### src/rtl/fetch_stage_pkg.sv
// Shared definitions for the instruction fetch stage: the reset-time
// constants, the fetch FSM state encoding and the {pc, insn} record that
// travels from instruction memory to decode.
package fetch_stage_pkg;

   // Canonical RISC-V no-op (addi x0, x0, 0), shown to decode before the
   // first real instruction arrives.
   localparam logic [31:0] NOP_INSN          = 32'h0000_0013;
   localparam logic [31:0] BASE_ADDR_DEFAULT = 32'h0100_0000;

   typedef enum logic [1:0] {
      BOOT  = 2'd0,
      RUN   = 2'd1,
      FLUSH = 2'd2
   } fetch_state_e;

   typedef struct packed {
      logic [31:0] pc;
      logic [31:0] insn;
   } fetch_entry_t;

endpackage

### src/rtl/fetch_fifo.sv
// Small synchronous FIFO used by the fetch stage, both for the decode-side
// instruction buffer and for the queue of PCs whose memory requests are in
// flight.
//
// Ports:
//   clk, reset_n  clock and asynchronous active-low reset
//   push_i/data_i write an entry (ignored when full unless popping too)
//   pop_i         drop the head entry (ignored when empty)
//   flush_i       discard every entry; takes priority over push/pop
//   data_o        head entry, straight from storage (registered)
//   count_o       number of valid entries
module fetch_fifo #(
   parameter int              WIDTH     = 64,
   parameter int              DEPTH     = 2,
   parameter int              CNT_W     = $clog2(DEPTH + 1),
   parameter logic [WIDTH-1:0] RESET_VAL = '0
) (
   input  logic             clk,
   input  logic             reset_n,
   input  logic             push_i,
   input  logic [WIDTH-1:0] data_i,
   input  logic             pop_i,
   input  logic             flush_i,
   output logic [WIDTH-1:0] data_o,
   output logic [CNT_W-1:0] count_o
);

   localparam int PTR_W = (DEPTH > 1) ? $clog2(DEPTH) : 1;

   logic [WIDTH-1:0] mem_q [DEPTH];
   logic [WIDTH-1:0] mem_d [DEPTH];
   logic [PTR_W-1:0] wr_q, wr_d, rd_q, rd_d;
   logic [CNT_W-1:0] count_q, count_d;
   logic             do_push, do_pop;

   // Pointers wrap explicitly so DEPTH need not be a power of two.
   function automatic logic [PTR_W-1:0] ptr_inc(input logic [PTR_W-1:0] p);
      return (p == PTR_W'(DEPTH - 1)) ? '0 : p + PTR_W'(1);
   endfunction

   assign do_pop  = pop_i && (count_q != '0);
   assign do_push = push_i && ((count_q != CNT_W'(DEPTH)) || do_pop);

   // Next-state for storage, pointers and occupancy.
   always_comb begin
      mem_d   = mem_q;
      wr_d    = wr_q;
      rd_d    = rd_q;
      count_d = count_q;
      if (flush_i) begin
         wr_d    = '0;
         rd_d    = '0;
         count_d = '0;
      end else begin
         if (do_push) begin
            mem_d[wr_q] = data_i;
            wr_d        = ptr_inc(wr_q);
         end
         if (do_pop) begin
            rd_d = ptr_inc(rd_q);
         end
         count_d = count_q + CNT_W'(do_push) - CNT_W'(do_pop);
      end
   end

   // Storage is reset as well so the head shows RESET_VAL out of reset.
   always_ff @(posedge clk or negedge reset_n) begin
      if (!reset_n) begin
         for (int i = 0; i < DEPTH; i++) begin
            mem_q[i] <= RESET_VAL;
         end
         wr_q    <= '0;
         rd_q    <= '0;
         count_q <= '0;
      end else begin
         mem_q   <= mem_d;
         wr_q    <= wr_d;
         rd_q    <= rd_d;
         count_q <= count_d;
      end
   end

   assign data_o  = mem_q[rd_q];
   assign count_o = count_q;

endmodule

### src/rtl/fetch_stage.sv
// Instruction fetch stage: owns the PC, issues in-order requests to
// instruction memory (req/gnt, in-order rvalid), buffers the returned words
// and hands {pc, insn} to decode with valid/ready. Redirects from branch
// resolution restart fetch and discard every request still in flight.
//
// Ports:
//   clk, reset_n              clock, asynchronous active-low reset
//   imem_req_o/imem_addr_o    fetch request and word-aligned address
//   imem_gnt_i                request accepted this cycle
//   imem_rvalid_i/rdata_i     in-order response
//   redirect_i/redirect_pc_i  taken branch/jump pulse and its target
//   valid_o/ready_i           decode handshake for insn_o/pc_o
//   misaligned_o              pulse after a redirect to a non-word target
module fetch_stage
   import fetch_stage_pkg::*;
#(
   parameter int                DWIDTH     = 32,
   parameter int                AWIDTH     = 32,
   parameter logic [AWIDTH-1:0] BASE_ADDR  = BASE_ADDR_DEFAULT,
   parameter int                FIFO_DEPTH = 2
) (
   input  logic              clk,
   input  logic              reset_n,
   output logic              imem_req_o,
   output logic [AWIDTH-1:0] imem_addr_o,
   input  logic              imem_gnt_i,
   input  logic              imem_rvalid_i,
   input  logic [DWIDTH-1:0] imem_rdata_i,
   input  logic              redirect_i,
   input  logic [AWIDTH-1:0] redirect_pc_i,
   output logic              valid_o,
   input  logic              ready_i,
   output logic [DWIDTH-1:0] insn_o,
   output logic [AWIDTH-1:0] pc_o,
   output logic              misaligned_o
);

   localparam int                  CNT_W     = $clog2(FIFO_DEPTH + 1);
   localparam int                  ENTRY_W   = AWIDTH + DWIDTH;
   localparam logic [CNT_W:0]      DEPTH_C   = (CNT_W + 1)'(FIFO_DEPTH);
   localparam logic [ENTRY_W-1:0]  BUF_RESET = {BASE_ADDR, DWIDTH'(NOP_INSN)};

   fetch_state_e      state_q, state_d;
   logic [AWIDTH-1:0] pc_q, pc_d;
   logic [CNT_W-1:0]  out_q, out_d;
   logic [CNT_W-1:0]  drop_q, drop_d;
   logic              misaligned_q, misaligned_d;

   logic               redirect_act, grant, resp_live, resp_keep, dec_pop;
   logic [CNT_W:0]     credit_used;
   logic [CNT_W-1:0]   buf_count, pcq_count;
   logic [ENTRY_W-1:0] buf_head;
   logic [AWIDTH-1:0]  pcq_head;

   // Every outstanding request already owns a buffer slot, so a returning
   // word can always be accepted. All terms are registered, which keeps
   // req/addr stable while memory withholds the grant.
   assign credit_used  = {1'b0, out_q} + {1'b0, buf_count};
   assign imem_req_o   = (state_q == RUN) && (credit_used < DEPTH_C);
   assign imem_addr_o  = pc_q;
   assign grant        = imem_req_o && imem_gnt_i;

   assign redirect_act = redirect_i && (state_q != BOOT);
   // A response with nothing outstanding (e.g. left over from before a
   // reset) is ignored outright.
   assign resp_live    = imem_rvalid_i && (out_q != '0) && (state_q != BOOT);
   assign resp_keep    = resp_live && !redirect_act && (drop_q == '0);
   assign dec_pop      = valid_o && ready_i;

   // PCs of live requests; stale requests are tracked only by drop_cnt,
   // so this queue is flushed on redirect and a grant in that cycle is not
   // recorded.
   fetch_fifo #(
      .WIDTH     (AWIDTH),
      .DEPTH     (FIFO_DEPTH),
      .CNT_W     (CNT_W),
      .RESET_VAL (BASE_ADDR)
   ) u_pc_queue (
      .clk     (clk),
      .reset_n (reset_n),
      .push_i  (grant && !redirect_act),
      .data_i  (pc_q),
      .pop_i   (resp_keep),
      .flush_i (redirect_act),
      .data_o  (pcq_head),
      .count_o (pcq_count)
   );

   fetch_fifo #(
      .WIDTH     (ENTRY_W),
      .DEPTH     (FIFO_DEPTH),
      .CNT_W     (CNT_W),
      .RESET_VAL (BUF_RESET)
   ) u_insn_buf (
      .clk     (clk),
      .reset_n (reset_n),
      .push_i  (resp_keep),
      .data_i  ({pcq_head, imem_rdata_i}),
      .pop_i   (dec_pop),
      .flush_i (redirect_act),
      .data_o  (buf_head),
      .count_o (buf_count)
   );

   // FSM and PC/credit bookkeeping. A redirect overrides everything else;
   // the drop count it loads already includes this cycle's grant and
   // excludes this cycle's (discarded) response.
   always_comb begin
      state_d      = state_q;
      pc_d         = pc_q;
      drop_d       = drop_q;
      out_d        = out_q + CNT_W'(grant) - CNT_W'(resp_live);
      misaligned_d = redirect_act && (redirect_pc_i[1:0] != 2'b00);
      if (state_q == BOOT) begin
         state_d = RUN;
      end else if (redirect_act) begin
         pc_d    = {redirect_pc_i[AWIDTH-1:2], 2'b00};
         drop_d  = out_d;
         state_d = (out_d != '0) ? FLUSH : RUN;
      end else begin
         if (grant) begin
            pc_d = pc_q + AWIDTH'(4);
         end
         if (resp_live && (drop_q != '0)) begin
            drop_d = drop_q - CNT_W'(1);
         end
         if ((state_q == FLUSH) && (drop_d == '0)) begin
            state_d = RUN;
         end
      end
   end

   always_ff @(posedge clk or negedge reset_n) begin
      if (!reset_n) begin
         state_q      <= BOOT;
         pc_q         <= BASE_ADDR;
         out_q        <= '0;
         drop_q       <= '0;
         misaligned_q <= 1'b0;
      end else begin
         state_q      <= state_d;
         pc_q         <= pc_d;
         out_q        <= out_d;
         drop_q       <= drop_d;
         misaligned_q <= misaligned_d;
      end
   end

   assign valid_o      = (buf_count != '0);
   assign pc_o         = buf_head[ENTRY_W-1:DWIDTH];
   assign insn_o       = buf_head[DWIDTH-1:0];
   assign misaligned_o = misaligned_q;

   a_resp_has_credit : assert property (@(posedge clk) disable iff (!reset_n)
      (imem_rvalid_i && (state_q != BOOT)) |-> (out_q != '0));

   a_inflight_accounting : assert property (@(posedge clk) disable iff (!reset_n)
      out_q == (pcq_count + drop_q));

endmodule

### config.mk
export PLATFORM = sky130hd
export DESIGN_NAME = fetch_stage
export DESIGN_NICKNAME = d
export VERILOG_FILES = /design/src/rtl/fetch_stage_pkg.sv /design/src/rtl/fetch_fifo.sv /design/src/rtl/fetch_stage.sv
export SDC_FILE = /design/constraint.sdc
export NUM_CORES = 1
export LEC_CHECK = 0
export ABC_AREA = 1
export CELL_PAD_IN_SITES_DETAIL_PLACEMENT = 1
export CELL_PAD_IN_SITES_GLOBAL_PLACEMENT = 2
export CORE_UTILIZATION = 30
export CTS_CLUSTER_SIZE = 28
export DETAILED_ROUTE_END_ITERATION = 6
export PLACE_DENSITY = 0.78
export SLEW_MARGIN = 20
export SYNTH_ARGS = -nofsm -noshare
export SYNTH_HDL_FRONTEND = slang
export SYNTH_SLANG_ARGS = --single-unit
### constraint.sdc
create_clock -name clk -period 5.92 [get_ports clk]
set_input_delay 1.776 -clock clk [delete_from_list [all_inputs] [get_ports clk]]
set_output_delay 1.776 -clock clk [all_outputs]
set_load 0.01 [all_outputs]
==> flow_metrics.py <==
metrics = {
    "run_status": {
        "outcome": "complete, no violations",
    },
    "grt": {
        "grt_max_degree": 119,
        "antenna_found_initial": 0,
        "grt_pass1_wl_um": 57200,
        "grt.overflow.total": 0,
        "grt.total_usage": 0.186,
        "grt_pass1_vias": 10400,
    },
    "logic_synthesis": {
        "synth_edf_count": 0,
        "syn-cell-area_mm2": 0.0112,
        "synth_area_leaders": "dfrtp_1 (49%), nand2_1 (29%), nor2_1 (3.2%), o21ai_1 (2.7%), dfstp_2 (2.6%)",
        "syn_avg_cell_area_um2": 7.32,
        "synth_cell_type_count": 36,
        "yosys_warnings": 0,
        "syn-instance-count": 1532,
        "synth_top_cell_area_share": 0.486,
        "synth-seq-cells": 229,
        "yosysSeqAreaShare": 0.512,
        "synth_ff_type": "dfrtp_1",
        "yosysTopAreaCell": "dfrtp_1",
        "async_flop_share": 1.00,
    },
    "critical_path": {
        "critical_path.max_stage_delay_ns": 0.59,
        "cp_max_fo": 25,
        "critPathTopFamily": "buffers and inverters",
        "critPathMostFrequentCell": "nand2_1",
        "cp_data_arrival_time_ns": 2.52,
        "crit_path_end_kind": "output port",
        "required_ns": 4.14,
        "path_cells": "inv_2 > buf_4 > nand2_1 > nand2_1 > clkdlybuf4s50_1",
        "worst-path-buf-inv": 3,
        "worstSetupPathType": "flip-flop to output port",
        "startpoint_type": "flip-flop",
        "cp_slowest_cell": "clkdlybuf4s50_1",
    },
    "drt": {
        "drc": 0,
        "drt-total-wl_um": 34600,
        "vias": 9924,
        "drt_iter0_drc": 481,
        "dr.pass1.iters": 4,
        "ant_nets": 0,
        "via_per_inst": 4.59,
        "wl_per_cell_um": 16.0,
    },
    "cells_and_area": {
        "fin_nets": 1751,
        "fin_area_mm2": 0.0141,
        "diodes": 0,
        "area_growth_pct": 25.4,
        "fin_cells": 2161,
        "drive_gt1_frac": 0.0549,
    },
    "timing": {
        "clock.fmax_mhz": 233,
        "worst_clock_skew_ns": 0.0177,
        "slew_violations": 0,
        "hold_violations": 0,
        "slew_headroom": 0.324,
        "tightest_slew_ns": 1.01,
        "finalCritPeriodShare": 0.726,
        "post-route-min-period_ns": 4.30,
        "finalSetupViolCount": 0,
        "fin_hold_ws_ns": 0.464,
        "rsz0062_at_grt": "no",
        "final.setup.tns_ns": 0,
    },
    "die": {
        "die-width_um": 195,
        "start_util": 0.306,
        "io_pins": 169,
        "num_rows": 70,
        "die_h_um": 195,
        "fp.coreArea_mm2": 0.0367,
        "die_area_mm2": 0.0382,
    },
    "cts": {
        "cts_tree": "yes",
        "cts_buffers": 29,
        "cts_buffer_depth": 3,
        "clock-sinks": 229,
        "htree_levels": 1,
        "post_cts_buffers": 0,
        "insertion_delay_ns": 0.55,
        "ctsResizeCount": 0,
        "clkTransAtPathRegs_ns": 0.06,
        "cts_root_buffer": "clkbuf_16",
        "hold_buffers": 0,
    },
    "placement": {
        "globalplace.congestion": 0.812,
        "port_buffers": 164,
        "placedCellCount": 2109,
        "postPlaceCellArea_mm2": 0.0132,
        "dp_hpwl_um": 22900,
    },
    "hold_path": {
        "holdCritPathClass": "flip-flop to flip-flop",
    },
    "power_and_ir_drop": {
        "p_total_mw": 7.48,
        "max-vdd-ir-drop_mv": 0.225,
        "p_per_area_mw_per_mm2": 532,
        "p_leak_nw": 7.25,
    },
    "job": {
        "maxCapViolCount": 0,
    },
}
==> layer usage <==
metal | track usage | vias up | part of all wire
li1 | - | 4970 | -
met1 | 0.278 | 4720 | 0.51
met2 | 0.288 | 191 | 0.43
met3 | 0.0231 | 43 | 0.040
met4 | 0.0379 | 0 | 0.017
met5 | 0 | - | 0
==> worst paths after layout <==
check                                startpoint              endpoint  slack (ns)  cells after the start
max                             u_insn_buf.rd_q              pc_o[18]        1.62                      5
min                        u_insn_buf.mem_q[65]  u_insn_buf.mem_q[65]        0.46                      2
max reg2reg                            out_q[1]       imem_addr_o[18]        3.38                      8
min reg2reg                u_insn_buf.mem_q[65]  u_insn_buf.mem_q[65]        0.46                      2
max in group asynchronous               reset_n  u_pc_queue.mem_q[24]        3.43                      2
min in group asynchronous               reset_n   u_insn_buf.mem_q[6]        1.24                      1
==> power by group <==
part           switching (mW)  internal, mW
clock                   0.675         0.998
sequential              0.501          2.27
combinational            1.77          1.27
==> through the flow <==
| step | setup slack [ns] | utilization |
|---|---|---|
| after floorplan | 2.78 | - |
| after global placement | 1.63 | 0.359 |
| after detailed placement | 1.57 | 0.359 |
| after CTS | 1.53 | 0.383 |
| after global routing | 1.44 | 0.383 |
| final | 1.62 | 0.383 |
==> logic make-up after synthesis <==
family,after synthesis,synth area share
AOI/OAI and AO/OA,104,0.0476
and+or+nand+nor,1036,0.360
adders and majority gates,9,0.0107
xor gates and xnor gates,9,0.00703
buffers and inverters,144,0.0621
DFF,229,0.512
other,1,0.000334
==> layout by cell type, fill, tap and decap left out, types with 2 or more instances in the layout <==
master / n
nand2_1: 877
ha_1: 8
nand3_2: 4
clkinv_2: 5
a21oi_1: 8
nand4_1: 3
dfrtp_1: 217
buf_4: 13
a22oi_1: 3
o21ai_0: 28
dfstp_2: 11
nor2_4: 3
xor2_1: 7
nor3_1: 2
clkdlybuf4s50_1: 163
o22ai_1: 4
clkbuf_8: 8
nor2_1: 96
inv_6: 2
clkbuf_16: 29
nand3_1: 42
inv_1: 63
clkbuf_1: 9
conb_1: 4
nor2_2: 2
nand2_2: 2
xnor2_1: 2
inv_2: 7
o21ai_1: 60
==> tightest hold or removal path, stage by stage (launching register included) <==
cell     delay (ns)
dfstp_2        0.36
nand2_1        0.05
nand2_1        0.04
==> area by class of cell <==
class / instances / area (um^2)
fillers: 4530 / 22600
flip-flops and latches: 229 / 5750
multi-input cells: 1162 / 4790
repair buffers: 178 / 1760
clock buffers: 46 / 870
well taps: 468 / 586
inverters: 72 / 274
clock inverters: 6 / 37.5
==> sequential cells by signal (all words and copies together), names as in the netlist <==
name	flops
state_q	2
u_pc_queue.wr_q	1
drop_q	2
out_q	2
u_pc_queue.rd_q	1
imem_addr_o	30
u_insn_buf.rd_q	1
u_insn_buf.wr_q	1
u_pc_queue.count_o	2
u_pc_queue.mem_q	60
u_insn_buf.mem_q	124
u_insn_buf.count_o	2
misaligned_o	1
==> Yosys cell counts (9+ instances only) <==
| cell type | n |
|---|---|
| buf_4 | 9 |
| nand3_1 | 42 |
| o21ai_1 | 60 |
| buf_2 | 23 |
| buf_6 | 12 |
| inv_1 | 64 |
| o21ai_0 | 28 |
| dfstp_2 | 11 |
| dfrtp_1 | 218 |
| nor2_1 | 96 |
| clkbuf_1 | 26 |
| nand2_1 | 877 |
Note: power is estimated with default switching activity, not from simulation.
